## src/rtl/sel_arb4_if.sv

```systemverilog
// rtl/sel_arb4_if.sv - request/grant and selector bus of the 4-way arbitrated selector
// Signals:
//   REQ[3:0]        request lines, bit i asks for selector input i (0=A .. 3=D)
//   A, B, C, D      selector data inputs
//   GNT[3:0]        one-hot grant, zero when idle
//   SEL[1:0]        index of the granted input, held while idle
//   VALID           high whenever GNT is non-zero
//   OUT             selected data input, 0 while idle
// Modports: master = requester/data side, slave = arbiter side.
interface sel_arb4_if;
    logic [3:0] REQ;
    logic       A;
    logic       B;
    logic       C;
    logic       D;
    logic [3:0] GNT;
    logic [1:0] SEL;
    logic       VALID;
    logic       OUT;

    modport master (
        output REQ, A, B, C, D,
        input  GNT, SEL, VALID, OUT
    );

    modport slave (
        input  REQ, A, B, C, D,
        output GNT, SEL, VALID, OUT
    );
endinterface

```

## src/rtl/sel_arb4.sv

```systemverilog
// rtl/sel_arb4.sv - round-robin arbiter with bounded hold driving a shared 4-1 selector
// Ports:
//   CK     rising-edge clock
//   RES_N  asynchronous active-low reset
//   bus    sel_arb4_if.slave: REQ/A..D in, GNT/SEL/VALID/OUT out
// Parameter HOLD_MAX (1..15): longest run of consecutive grant cycles while
// another requester is waiting.
module sel_arb4 #(
    parameter int HOLD_MAX = 4
) (
    input  logic       CK,
    input  logic       RES_N,
    sel_arb4_if.slave  bus
);

    typedef enum logic {IDLE, OWN} state_t;

    localparam logic [3:0] HLIM = 4'(HOLD_MAX - 1);

    state_t     state, state_nx;
    logic [1:0] owner, owner_nx;
    logic [1:0] ptr, ptr_nx;
    logic [3:0] hcnt, hcnt_nx;

    logic [3:0] others;
    logic [1:0] pick_all;
    logic [1:0] pick_oth;

    logic [3:0] gnt;
    logic       valid;
    logic       out;

    // First set bit of m searched from p upward, wrapping mod 4.
    // Scanning downward lets the nearest hit overwrite farther ones.
    function automatic logic [1:0] rr_pick(input logic [3:0] m, input logic [1:0] p);
        logic [1:0] idx;
        rr_pick = p;
        for (int k = 3; k >= 0; k--) begin
            idx = p + 2'(k);
            if (m[idx]) rr_pick = idx;
        end
    endfunction

    assign others   = bus.REQ & ~(4'b0001 << owner);
    assign pick_all = rr_pick(bus.REQ, ptr);
    assign pick_oth = rr_pick(others, ptr);

    always_ff @(posedge CK or negedge RES_N) begin
        if (!RES_N) begin
            state <= IDLE;
            owner <= 2'd0;
            ptr   <= 2'd0;
            hcnt  <= 4'd0;
        end else begin
            state <= state_nx;
            owner <= owner_nx;
            ptr   <= ptr_nx;
            hcnt  <= hcnt_nx;
        end
    end

    always_comb begin
        state_nx = state;
        owner_nx = owner;
        ptr_nx   = ptr;
        hcnt_nx  = hcnt;
        case (state)
            IDLE: begin
                if (|bus.REQ) begin
                    state_nx = OWN;
                    owner_nx = pick_all;
                    ptr_nx   = pick_all + 2'd1;
                    hcnt_nx  = 4'd0;
                end
            end
            OWN: begin
                if (bus.REQ[owner]) begin
                    if (others == 4'd0) begin
                        // Sole requester: keep counting so a newcomer is
                        // served at once if the owner has already had its share.
                        if (hcnt < HLIM) hcnt_nx = hcnt + 4'd1;
                    end else if (hcnt < HLIM) begin
                        hcnt_nx = hcnt + 4'd1;
                    end else begin
                        owner_nx = pick_oth;
                        ptr_nx   = pick_oth + 2'd1;
                        hcnt_nx  = 4'd0;
                    end
                end else if (others != 4'd0) begin
                    owner_nx = pick_oth;
                    ptr_nx   = pick_oth + 2'd1;
                    hcnt_nx  = 4'd0;
                end else begin
                    // Owner and PTR kept so SEL holds its last value.
                    state_nx = IDLE;
                    hcnt_nx  = 4'd0;
                end
            end
            default: state_nx = IDLE;
        endcase
    end

    always_comb begin
        gnt   = 4'd0;
        valid = 1'b0;
        out   = 1'b0;
        if (state == OWN) begin
            gnt   = 4'b0001 << owner;
            valid = 1'b1;
            case (owner)
                2'd0:    out = bus.A;
                2'd1:    out = bus.B;
                2'd2:    out = bus.C;
                default: out = bus.D;
            endcase
        end
    end

    assign bus.GNT   = gnt;
    assign bus.SEL   = owner;
    assign bus.VALID = valid;
    assign bus.OUT   = out;

endmodule

```

## src/flat_wrapper.sv

```systemverilog
// flat-port wrapper written by rule: the top's interface ports become plain ports
module sel_arb4_flat 
#(
    parameter int HOLD_MAX = 4
)
  (CK, RES_N, bus_REQ, bus_A, bus_B, bus_C, bus_D, bus_GNT, bus_SEL, bus_VALID, bus_OUT);
  sel_arb4_if bus_i ();
  input  logic CK;
  input  logic RES_N;
  input wire logic [$bits(bus_i.REQ)-1:0] bus_REQ;
  input wire logic [$bits(bus_i.A)-1:0] bus_A;
  input wire logic [$bits(bus_i.B)-1:0] bus_B;
  input wire logic [$bits(bus_i.C)-1:0] bus_C;
  input wire logic [$bits(bus_i.D)-1:0] bus_D;
  output wire logic [$bits(bus_i.GNT)-1:0] bus_GNT;
  output wire logic [$bits(bus_i.SEL)-1:0] bus_SEL;
  output wire logic [$bits(bus_i.VALID)-1:0] bus_VALID;
  output wire logic [$bits(bus_i.OUT)-1:0] bus_OUT;
  assign bus_i.REQ = bus_REQ;
  assign bus_i.A = bus_A;
  assign bus_i.B = bus_B;
  assign bus_i.C = bus_C;
  assign bus_i.D = bus_D;
  assign bus_GNT = bus_i.GNT;
  assign bus_SEL = bus_i.SEL;
  assign bus_VALID = bus_i.VALID;
  assign bus_OUT = bus_i.OUT;
  sel_arb4 #(.HOLD_MAX(HOLD_MAX)) u_core (.CK(CK), .RES_N(RES_N), .bus(bus_i));
endmodule
```

## config.mk

```make
export PLATFORM = sky130hd
export DESIGN_NAME = sel_arb4_flat
export DESIGN_NICKNAME = d
export VERILOG_FILES = /design/src/rtl/sel_arb4_if.sv /design/src/rtl/sel_arb4.sv /design/src/flat_wrapper.sv
export SDC_FILE = /design/constraint.sdc
export NUM_CORES = 1
export LEC_CHECK = 0
export CORE_MARGIN = 5
export CORE_UTILIZATION = 58
export CTS_BUF_LIST = sky130_fd_sc_hd__clkbuf_4
export DETAILED_ROUTE_END_ITERATION = 6
export PLACE_DENSITY_LB_ADDON = 0.12
export SETUP_SLACK_MARGIN = 0.3
export SYNTH_ARGS = -nofsm -noshare
export SYNTH_HDL_FRONTEND = slang
export SYNTH_SLANG_ARGS = --single-unit
```

## constraint.sdc

```tcl
create_clock -name CK -period 3.41 [get_ports CK]
set_input_delay 0.341 -clock CK [delete_from_list [all_inputs] [get_ports CK]]
set_output_delay 0.341 -clock CK [all_outputs]
set_load 0.03 [all_outputs]
```

# Yosys cells after proc, flatten, opt, wreduce, memory -nomap -nowiden
# Index checks and enable logic that the tools add are counted.
# classes
order_cmp	6
shift	1
div	0
n_eq_ne	7
addsub	6
multipliers	0
reduce_logical	6
mux	52
bitwise_logic	3
# ops
cell	n
$mux W2	18
$mux W4	6
$bmux W1 S2	9
$lt A2 B3 Y1 const B	5
$mux W1	14
$ne A3 B3 Y1 const B	3
$pmux W2 S2	2
$pmux W4 S2	1
$add A2 B1 Y2 const B	3
$add A2 B2 Y2 const B	2
$add A4 B1 Y4 const B	1
$and A4 B4 Y4	1
$logic_not A4 Y1	1
$lt A4 B2 Y1 const B	1
$ne A4 B4 Y1 const B	1
$not A4 Y4	1
$reduce_and A4 Y1	1
$reduce_bool A4 Y1	1
$reduce_or A4 Y1	1
$shl A1 B2 Y4 const A	1
$pmux W1 S3	1
$eq A2 B1 Y1 const B	1
$eq A2 B2 Y1 const B	1
$logic_not A2 Y1	1
4 further kinds	4
# word_totals
in_bits	10
output_inout_bits	8
romBits	0
memories	0
latch_bits	0
ff_bits	9
ram_bits	0

# Logic depth before layout (Yosys ltp)
# logic_depth
ltp_word	14
depth_mapped	8
depth_no_buf	6

# Worst setup path before layout
# OpenSTA, ideal clock, no wires.
# synth_path
path_kind	register to register
from	register u_core.owner[0] (netlist: u_core.bus.SEL[0])
to	register u_core.owner[0] (netlist: u_core.bus.SEL[0])
t_required_ns	3.285
setup_time_ns	0.125
arrival_ns	1.964
path_stages_with_launch	7
path_slack_ns	1.321
path_buffers	1
cell_sequence	dfrtp_1 > buf_6 > mux4_2 > nand2_1 > nor2_2 > a211oi_4 > mux2_4
# synth_between
elab_chain_len	13
elab_cells_between_ends	28
# synth_rtl
element	line_no	rtl
start: declaration	sel_arb4.sv:21	logic [1:0] owner, owner_nx;
start signal: assignment	sel_arb4.sv:56	owner <= owner_nx;
$shl A1 B2 Y4	sel_arb4.sv:44	assign others = bus.REQ & ~(4'b0001 << owner);
$not A4 Y4	sel_arb4.sv:44	
$and A4 B4 Y4	sel_arb4.sv:44	
$bmux W1 S2	sel_arb4.sv:40	if (m[idx]) rr_pick = idx;
$mux W1 (not written as such)	sel_arb4.sv:40	
$mux W2 (4 in series)	sel_arb4.sv:40	
$mux W2	sel_arb4.sv:82	end else if (hcnt < HLIM) begin
$mux W2	sel_arb4.sv:78	if (others == 4'd0) begin
$mux W2	sel_arb4.sv:77	if (bus.REQ[owner]) begin
$pmux W2 S2	sel_arb4.sv:67	case (state)
# Parallel ways exist; a longest one is shown, timed or not. The select of a mux whose other input is x is not followed.
# A chain may end at the register's enable or synchronous reset.

# Worst setup path after layout
# layout_path
from	register u_core.owner[0] (netlist: u_core.bus.SEL[0])
to	output bus_OUT
# layout_between
elab_chain_len	3
elab_cells_between_ends	5
# layout_rtl
element	line_no	rtl
$eq A2 B2 Y1 (tied with other cells)	sel_arb4.sv:110	case (owner)
$pmux W1 S3 *	sel_arb4.sv:110	
$mux W1 *	sel_arb4.sv:107	if (state == OWN) begin
end: declaration	flat_wrapper.sv:18	output wire logic [$bits(bus_i.OUT)-1:0] bus_OUT;
# Every way passes the cells marked *; elsewhere a longest branch is shown, timed or not.

==> results.md <==
* Final setup vio count at 0
* Min-delay worst type: in2async
* Sequential Power Share at 26.0%
* # DRC at 0
* Total Wirelength at 2.28 mm
* Cell with the most instances after synthesis: dfrtp_1
* Worst-Margin Slew at around 740 ps
* Net Sw Frac at 48.7%
* Final period util at 78.4%
* Row cnt at 15
* CTS Hold Bufs at 0
* Minimum clock period at about 2700 ps
* Clk buf depth at 2
* Core Region at 0.00169 mm²
* Die area at 0.00268 mm²
* Post-cts repair resize count at 0
* Antenna diodes at 0
* Internal power at 525 µW
* Comb pwr share at 64.8%
* Fin Clk Skew at 4.85 ps
* LEAKAGE at 0.000470 µW
* Arr. time, crit path at 2330 ps
* Slew headroom at about half
* WL/cell at 15.8 µm
* Die height at 51.8 µm
* Post-Route Setup TNS at 0 ps
* Postcts setup bufs at 0
* First-pass GRT wire length at 3.95 mm
* Initial Util at 59.9%
* Port-buffer cells at 17
* Tot Pwr at 1020 µW
* CTS Buf Count at 3
* Fmax at 374 MHz
* Placed cell count at 140
* Reg clk slew, reported paths at 70 ps
* Worst Path Max Fanout at 17
* Ports at 18
* CTS Sinks at 9
* Grt ovf at 0
* Max IR drop VDD at 0.615 mV
* Layout cells sized above 1 at 13.4%
* GRT Overall Usage at 19.1%
* Sw Pwr at 497 µW
* Main area contributors after synthesis: dfrtp_1 22%, mux2i_1 5.0%, mux4_2 4.5%
* CP endpoint kind: output port
* Vias per cell at 6.40
* DRT Pass-1 Iters at 4
* Critical path type: reg2out
* Final Hold Violating Endpoints at 0
* PwrDens at between 800 and 900 mW/mm²
* H-tree levels at 1
* Synthesized cell area at 0.00101 mm²
* Run status: finished clean
* Final WS setup at approximately 740 ps
* Gpl congestion at 0.855
* Post-layout nets at 139
* Post-Layout Inst Area at 0.00115 mm²
* 1st-iter DRT viols at 13
* DP HPWL at 1.63 mm
* Number of synthesized flops with an enable pin at 0
* Syn Area/Cell at 8.64 µm²
* CTS tree: done
* Root Driver: clkbuf_4
* Initial antenna violation count at 0
* Critical path required time at 3070 ps
* Commonest cells in the netlist: 9 x dfrtp_1, 8 x nor2_1, 7 x a21oi_1, 7 x nand2_1, 6 x nor2b_1
* Largest net degree at the start of global routing at 21
* Vias at ~900
* Setup slack at placement at 811 ps
* Clock power share at 9.1%
* Fin cells at 144
* Top FF cell, synth: dfrtp_1
* Leading area contributor after synthesis: dfrtp_1
* Number of global-route vias before repair at 892
* Part of the Yosys area used for sequential elements at 22.3%
* Crit start category: flip-flop
* Max Cap Viol at 0
* YS warnings at 0
* Synth unique cells at 52
* Post-Synthesis Cells at 117
* Final Max Tran Viols at 0
* Cell Area, Placed at about 0.0011 mm²
* Post-DRT Antenna Nets at 0
* Syn Nets at 128
* Synthesis-to-finish area growth at 13.7%
* Die W at 51.8 µm
* Synth Register Bits at 9
* Filler cells at 145
* Clk_lat worst skew at between 200 and 300 ps
* Share of flip-flops with an asynchronous set or reset at 100%
* RSZ-0062 raised after global routing: no
* Top-area cell type share of the netlist area at between 20% and 30%
==> flip-flops by register name, summed over array words and instances (netlist names) <==
register and count:
u_core.hcnt 4, u_core.ptr 2, u_core.bus.SEL 2, u_core.state 1
==> per-stage QoR <==
stage / utilization, % / hold slack [ps]
2_1_floorplan: - / 45.4
3_3_place_gp: 66.3 / 459
3_5_place_dp: 66.3 / 473
4_1_cts: 68.1 / 368
5_1_grt: 68.1 / 397
6_report: 68.1 / 357
==> critical path, stage by stage, from the launching register on <==
cell	delay (ps)
dfrtp_1	740
mux4_2	580
and2_1	160
clkdlybuf4s50_1	590
==> logic make-up after synthesis <==
group                      synth area share (%)
buffers and inverters                      10.0
xor gates and xnor gates                   1.61
DFF                                        22.3
muxes                                      10.9
adders and majority gates                  1.24
and+or+nand+nor                            26.5
AOI/OAI and AO/OA                          27.5
==> area by class of cell <==
| cell class | instances | area, µm² | share of cell area [%] |
|---|---|---|---|
| tap | 17 | 21.3 | 1.85 |
| clock buffer | 4 | 30.0 | 2.61 |
| timing repair buffer | 17 | 170 | 14.8 |
| sequential | 9 | 225 | 19.6 |
| multi-input combinational | 92 | 684 | 59.5 |
| inverter | 5 | 18.8 | 1.63 |
==> power by group through the flow <==
stage	clock, µW	sequential (µW)	combinational [µW]
after floorplan	0	191	602
after global placement	0	265	648
after detailed placement	0	268	661
after CTS	94.4	265	664
after global routing	97.3	278	728
final	93.5	266	663
==> routing by layer <==
layer	wire length, µm	vias up	GRT usage (%)
met5	0	-	0
met4	12	0	5.24
met3	103	2	3.44
met2	1130	22	33.9
met1	1040	439	23.5
li1	-	459	-
==> worst paths after layout <==
path,startpoint,to,slack [ps],cells past startpoint
setup / recovery,u_core.bus.SEL[0]$_DFFE_PN0P_,bus_OUT,740,3
hold / removal,RES_N,u_core.state$_DFF_PN0_,360,1
setup reg to reg,u_core.bus.SEL[0]$_DFFE_PN0P_,u_core.bus.SEL[0]$_DFFE_PN0P_,1070,5
hold reg to reg,u_core.hcnt[0]$_DFFE_PN0P_,u_core.hcnt[0]$_DFFE_PN0P_,490,1
max in group asynchronous,RES_N,u_core.ptr[1]$_DFFE_PN0P_,2780,1
min in group CK,u_core.hcnt[0]$_DFFE_PN0P_,u_core.hcnt[0]$_DFFE_PN0P_,490,1
==> placed cells by master, fill, tap and decap left out, types with 2 or more instances in the layout <==
master / instances
clkdlybuf4s50_1: 17
dfrtp_1: 9
nor2_1: 8
nand2_1: 7
a21oi_1: 7
nor2b_1: 6
mux2i_1: 5
nand2b_1: 5
inv_1: 4
and2_1: 4
a31oi_1: 4
clkbuf_4: 4
or2_2: 2
or3_1: 2
or2b_2: 2
mux4_2: 2
a32oi_1: 2
a211oi_1: 2
a211o_1: 2
o221ai_1: 2
o21ai_0: 2
(Power assumes the default switching activity.)
